<file path="src/rtl/hazard_unit_if.sv">
// ID-stage hazard handshake between the pipeline (master) and hazard_unit (slave).
interface hazard_unit_if;
   logic       id_valid;
   logic [4:0] id_rs;
   logic       id_rs_use;
   logic [4:0] id_rt;
   logic       id_rt_use;
   logic [4:0] id_wr_addr;
   logic       id_wr_en;
   logic       id_is_load;
   logic       branch_taken;
   logic       pause;
   logic       hold_pc;
   logic       hold_ifid;
   logic       flush_ifid;
   logic [1:0] fwd_a;
   logic [1:0] fwd_b;

   modport master (
      output id_valid, id_rs, id_rs_use, id_rt, id_rt_use,
             id_wr_addr, id_wr_en, id_is_load, branch_taken,
      input  pause, hold_pc, hold_ifid, flush_ifid, fwd_a, fwd_b
   );

   modport slave (
      input  id_valid, id_rs, id_rs_use, id_rt, id_rt_use,
             id_wr_addr, id_wr_en, id_is_load, branch_taken,
      output pause, hold_pc, hold_ifid, flush_ifid, fwd_a, fwd_b
   );
endinterface

</file>
<file path="src/rtl/hazard_unit.sv">
// RAW hazard detection over an EXE/MEM/WB destination scoreboard, with pipeline hold/flush and stall counting.
// Build option HAZARD_FWD_EN: load-use-only stalls plus operand forwarding selects.
module hazard_unit #(
   parameter int CNT_W = 32
) (
   input  logic             clk,
   input  logic             rst,
   hazard_unit_if.slave     hz,
   output logic [CNT_W-1:0] stall_count
);

   typedef struct packed {
      logic [4:0] wa;
      logic       we;
      logic       ld;
   } sb_entry_t;

   sb_entry_t sb_e, sb_m, sb_w, sb_e_next;
   logic      raw_rs, raw_rt, raw, stall;
   logic      pause_int;
   logic      unused_ld;

   function automatic logic hit(input sb_entry_t ent, input logic [4:0] r);
      return (r != 5'd0) && ent.we && (ent.wa == r);
   endfunction

`ifdef HAZARD_FWD_EN
   // A load still in EXE has no result yet, so it is never forwarded; the stall covers it.
   function automatic logic [1:0] fwd_sel(input sb_entry_t e, input sb_entry_t m,
                                          input sb_entry_t w, input logic [4:0] r);
      logic [1:0] sel;
      sel = 2'd0;
      if (hit(e, r))      sel = e.ld ? 2'd0 : 2'd1;
      else if (hit(m, r)) sel = 2'd2;
      else if (hit(w, r)) sel = 2'd3;
      return sel;
   endfunction
`endif

   always_comb begin
      raw_rs = 1'b0;
      raw_rt = 1'b0;
`ifdef HAZARD_FWD_EN
      raw_rs = hz.id_rs_use && hit(sb_e, hz.id_rs) && sb_e.ld;
      raw_rt = hz.id_rt_use && hit(sb_e, hz.id_rt) && sb_e.ld;
`else
      raw_rs = hz.id_rs_use &&
               (hit(sb_e, hz.id_rs) || hit(sb_m, hz.id_rs) || hit(sb_w, hz.id_rs));
      raw_rt = hz.id_rt_use &&
               (hit(sb_e, hz.id_rt) || hit(sb_m, hz.id_rt) || hit(sb_w, hz.id_rt));
`endif
      raw   = hz.id_valid && (raw_rs || raw_rt);
      stall = raw && !hz.branch_taken && !rst;
   end

   always_comb begin
      pause_int     = 1'b0;
      hz.hold_pc    = 1'b0;
      hz.hold_ifid  = 1'b0;
      hz.flush_ifid = 1'b0;
      if (rst) begin
         pause_int = 1'b1;
      end else if (hz.branch_taken) begin
         pause_int     = 1'b1;
         hz.flush_ifid = 1'b1;
      end else if (stall) begin
         pause_int    = 1'b1;
         hz.hold_pc   = 1'b1;
         hz.hold_ifid = 1'b1;
      end
      hz.pause = pause_int;
   end

   always_comb begin
      hz.fwd_a = 2'd0;
      hz.fwd_b = 2'd0;
`ifdef HAZARD_FWD_EN
      if (!rst) begin
         hz.fwd_a = fwd_sel(sb_e, sb_m, sb_w, hz.id_rs);
         hz.fwd_b = fwd_sel(sb_e, sb_m, sb_w, hz.id_rt);
      end
`endif
   end

   always_comb begin
      sb_e_next = '0;
      if (!pause_int && hz.id_valid) begin
         sb_e_next.wa = hz.id_wr_addr;
         sb_e_next.we = hz.id_wr_en && (hz.id_wr_addr != 5'd0);
         sb_e_next.ld = hz.id_is_load;
      end
   end

   always_ff @(posedge clk) begin
      if (rst) begin
         sb_e        <= '0;
         sb_m        <= '0;
         sb_w        <= '0;
         stall_count <= '0;
      end else begin
         sb_w <= sb_m;
         sb_m <= sb_e;
         sb_e <= sb_e_next;
         if (stall && (stall_count != {CNT_W{1'b1}}))
            stall_count <= stall_count + 1'b1;
      end
   end

   // Load flags in M/W are carried for visibility only.
   assign unused_ld = ^{sb_e.ld, sb_m.ld, sb_w.ld};

endmodule

</file>
<file path="src/flat_wrapper.sv">
// flat-port wrapper written by rule: the top's interface ports become plain ports
module hazard_unit_flat 
#(
   parameter int CNT_W = 32
)
  (clk, rst, stall_count, hz_id_valid, hz_id_rs, hz_id_rs_use, hz_id_rt, hz_id_rt_use, hz_id_wr_addr, hz_id_wr_en, hz_id_is_load, hz_branch_taken, hz_pause, hz_hold_pc, hz_hold_ifid, hz_flush_ifid, hz_fwd_a, hz_fwd_b);
  hazard_unit_if hz_i ();
  input  logic clk;
  input  logic rst;
  output logic [CNT_W-1:0] stall_count;
  input wire logic [$bits(hz_i.id_valid)-1:0] hz_id_valid;
  input wire logic [$bits(hz_i.id_rs)-1:0] hz_id_rs;
  input wire logic [$bits(hz_i.id_rs_use)-1:0] hz_id_rs_use;
  input wire logic [$bits(hz_i.id_rt)-1:0] hz_id_rt;
  input wire logic [$bits(hz_i.id_rt_use)-1:0] hz_id_rt_use;
  input wire logic [$bits(hz_i.id_wr_addr)-1:0] hz_id_wr_addr;
  input wire logic [$bits(hz_i.id_wr_en)-1:0] hz_id_wr_en;
  input wire logic [$bits(hz_i.id_is_load)-1:0] hz_id_is_load;
  input wire logic [$bits(hz_i.branch_taken)-1:0] hz_branch_taken;
  output wire logic [$bits(hz_i.pause)-1:0] hz_pause;
  output wire logic [$bits(hz_i.hold_pc)-1:0] hz_hold_pc;
  output wire logic [$bits(hz_i.hold_ifid)-1:0] hz_hold_ifid;
  output wire logic [$bits(hz_i.flush_ifid)-1:0] hz_flush_ifid;
  output wire logic [$bits(hz_i.fwd_a)-1:0] hz_fwd_a;
  output wire logic [$bits(hz_i.fwd_b)-1:0] hz_fwd_b;
  assign hz_i.id_valid = hz_id_valid;
  assign hz_i.id_rs = hz_id_rs;
  assign hz_i.id_rs_use = hz_id_rs_use;
  assign hz_i.id_rt = hz_id_rt;
  assign hz_i.id_rt_use = hz_id_rt_use;
  assign hz_i.id_wr_addr = hz_id_wr_addr;
  assign hz_i.id_wr_en = hz_id_wr_en;
  assign hz_i.id_is_load = hz_id_is_load;
  assign hz_i.branch_taken = hz_branch_taken;
  assign hz_pause = hz_i.pause;
  assign hz_hold_pc = hz_i.hold_pc;
  assign hz_hold_ifid = hz_i.hold_ifid;
  assign hz_flush_ifid = hz_i.flush_ifid;
  assign hz_fwd_a = hz_i.fwd_a;
  assign hz_fwd_b = hz_i.fwd_b;
  hazard_unit #(.CNT_W(CNT_W)) u_core (.clk(clk), .rst(rst), .hz(hz_i), .stall_count(stall_count));
endmodule
</file>
<file path="config.mk">
export PLATFORM = sky130hd
export DESIGN_NAME = hazard_unit_flat
export DESIGN_NICKNAME = d
export VERILOG_FILES = /design/src/rtl/hazard_unit_if.sv /design/src/rtl/hazard_unit.sv /design/src/flat_wrapper.sv
export SDC_FILE = /design/constraint.sdc
export NUM_CORES = 1
export LEC_CHECK = 0
export BUFFER_PORTS_ARGS = -buffer_cell sky130_fd_sc_hd__buf_4
export CAP_MARGIN = 20
export CORE_MARGIN = 1
export CORE_UTILIZATION = 58
export CTS_CLUSTER_SIZE = 25
export DETAILED_ROUTE_END_ITERATION = 8
export PLACE_DENSITY = 0.83
export SLEW_MARGIN = 15
export SYNTH_ARGS = -nofsm -noshare
export SYNTH_HDL_FRONTEND = slang
export SYNTH_SLANG_ARGS = --single-unit
</file>
<file path="constraint.sdc">
create_clock -name clk -period 6.9 [get_ports clk]
set_input_delay 1.38 -clock clk [delete_from_list [all_inputs] [get_ports clk]]
set_output_delay 1.38 -clock clk [all_outputs]
set_load 0.005 [all_outputs]
</file>
==> qor.txt <==
Status = finished, final reports clean
Layout area overhead = 19.3%
HP Class = flop to flop
CP Launch Type = input port
Synth warn = 0
Post-CTS Setup Repair Bufs = 0
RSZ-0062 raised after global routing = no
Layout cells sized above 1 = 25.4%
Number of synthesized flops with an enable pin = 0
Clk root buf = clkbuf_8
Core ar. = 0.00438 mm2
FFs w/ async S/R, synth = 0%
Die ar. = 0.00485 mm2
P_leak = 0.00129 uW
Worst setup EP type = output pin
Met1 GRT Util = 33.5%
Min Hold Slack = 494 ps
Prevailing post-synth register cell = dfxtp_1
Global-route usage over all layers = 25.2%
Synthesized area = 0.00265 mm2
Seq/Total Area, Yosys = 37.8%
Vias in the first global route = 2,124
TritonCTS Sinks = 50
Crit path cell chain = buf_4, or4_1, o21ai_0, a31o_2, and2_0, o21ai_0, buf_4
Via Count = 2,327
Worst Tran Pin Value = 733 ps
RD Place Congestion = 0.853
Fill cell count = 325
Initial antenna violation count = 0
Nets = 370
Synthesized area per cell = 8.99 um2
Slowest cell on crit path = or4_1
Ant. Diodes = 0
Clock Skew = 4.47 ps
Register bit total from synthesis = 50
Port-buffer cells = 57
Setup TNS = 0 ps
WP data arrival = 3320 ps
First DRT Iteration DRCs = 188
Rows = 24
First-pass GRT wire length = 9890 um
Htree depth = 2
I/O pin cnt = 63
Met2 GRT Util = 41.4%
Gr busiest metal = met2
Grt total ovfl = 0
Post-cts resize count = 0
CTS buffer count = 5
Crit path largest cell delay = 520 ps
CP required = 5520 ps
CTS tree = built
FMAX = 213 MHz
Max clock buf depth = 2
CTS clock-pin slew for the worst setup and hold paths = 80 ps
M3 GR Usage = 3.92%
Initial Util = 60.5%
Endpoints failing hold = 0
Post-synth cell types = 46
Max-slew violations = 0
Die height = 69.6 um
Worst-Skew Late Latency = 300 ps
Largest net degree at the start of global routing = 61
Power, Total = 505 uW
Wirelength per Cell = 14.8 um
Final period util = 68.1%
DRT Wirelength = 5890 um
Worst slew margin = 50.7%
DRC violations left = 0
Fin area = 0.00316 mm2
Cell Pwr Density = 159 mW/mm2
Worst vdd ir = 120 uV
CP max FO = 13
Setup CP Type = input port to output pin
Drt first pass iters = 4
Vias/cell = 5.83
Max-Cap Viols = 0
Post-synthesis cell count = 295
Clock period minus worst slack = 4700 ps
Placed Cells = 391
Post-route ant nets = 0
Post-DP Area = 0.00307 mm2
Finished Layout Cells = 399
Count of final setup violators = 0
CTS Hold Bufs = 0
Die X-Extent = 69.6 um
DP Wirelength = 4150 um
-- layout by cell type (no fill, tap or decap), types with 2 or more instances in the layout --
cell	Yosys	layout
a2111oi_0	4	4
a211oi_1	4	4
a211oi_2	2	2
a21bo_2	2	2
a21oi_1	7	7
a311oi_1	2	2
a31o_2	4	4
a41o_1	2	2
and2_1	6	6
and3_1	6	6
and4_1	5	5
buf_4	6	58
clkbuf_8	0	6
conb_1	1	4
dfxtp_1	50	50
inv_1	4	4
mux2_2	9	9
nand2_1	11	11
nand2b_1	2	2
nand3_1	19	19
nand3b_1	3	3
nand4_1	4	4
nor2_1	32	32
nor2b_1	25	25
nor3_1	3	3
nor4_1	9	9
o21ai_0	3	3
o41ai_1	2	2
or4_1	2	2
xnor2_1	18	18
xor2_1	24	24
-- state kept, by name (all words and copies together), names as in the netlist --
signal and flops:
u_core.sb_e 6, u_core.sb_m 6, u_core.sb_w 6, u_core.stall_count 32
-- Yosys cell counts, types with 2 or more instances --
cell type	n	area (um2)
dfxtp_1	50	1000
nor2_1	32	120
nor2b_1	25	156
xor2_1	24	210
nand3_1	19	95.1
xnor2_1	18	158
nand2_1	11	41.3
mux2_2	9	101
nor4_1	9	56.3
a21oi_1	7	35.0
and2_1	6	37.5
and3_1	6	37.5
buf_4	6	45.0
clkbuf_1	6	22.5
and4_1	5	43.8
a2111oi_0	4	35.0
a211oi_1	4	30.0
a31o_2	4	35.0
inv_1	4	15.0
nand4_1	4	25.0
buf_2	3	15.0
nand3b_1	3	22.5
nor3_1	3	15.0
o21ai_0	3	15.0
a211oi_2	2	25.0
a21bo_2	2	20.0
a311oi_1	2	17.5
a41o_1	2	20.0
buf_1	2	7.51
nand2b_1	2	12.5
o41ai_1	2	17.5
or4_1	2	15.0
-- critical path, delay by kind of cell --
kind                   cells  cell delay, ps
buffers and inverters      2             310
AND/OR/NAND/NOR            2             880
AO/OA/AOI/OAI              3             740
-- per-stage QoR --
stage / setup WS (ps) / util [%]
CTS: 2230 / 72.2
global placement: 2280 / 70.1
global route: 2080 / 72.2
floorplan: 2890 / -
detailed placement: 2230 / 70.1
finish: 2200 / 72.2
-- cell families after synthesis --
logic type / synth area share (%)
XOR/XNOR: 13.9
flip-flops: 37.8
AO/OA/AOI/OAI: 11.1
multiplexers: 5.19
adder cells (fa/ha/maj): 0.472
other: 0.141
AND/OR/NAND/NOR: 27.5
buffers and inverters: 3.96
-- final timing paths --
check	start	end	slack, ps	cells past startpoint
setup / recovery	hz_id_rt[0]	hz_pause	2200	7
hold / removal	u_core.sb_e[1]	u_core.sb_m[1]	490	1
setup reg to reg	u_core.stall_count[7]	u_core.stall_count[31]	3810	8
hold reg to reg	u_core.sb_e[1]	u_core.sb_m[1]	490	1
-- where the power goes --
| part | total [uW] | switching [uW] | internal, uW |
|---|---|---|---|
| sequential | 292 | 1.82 | 290 |
| clock | 175 | 94.1 | 81.0 |
| combinational | 37.5 | 20.0 | 17.4 |
-- final cells by class --
| class | count | area, um2 | area share (%) |
|---|---|---|---|
| inverter | 4 | 15.0 | 0.474 |
| tap | 52 | 65.1 | 2.06 |
| multi-input combinational | 227 | 1560 | 49.2 |
| clock buffer | 7 | 86.3 | 2.73 |
| clock inverter | 1 | 5.00 | 0.158 |
| sequential | 50 | 1000 | 31.6 |
| timing repair buffer | 58 | 435 | 13.8 |
-- per-layer routing --
metal,vias to the layer above,share of wire [%]
li1,1131,-
met1,1086,45
met2,98,47
met3,12,5.3
met4,0,2.1
met5,-,0
Note: power is estimated with default switching activity, not from simulation.
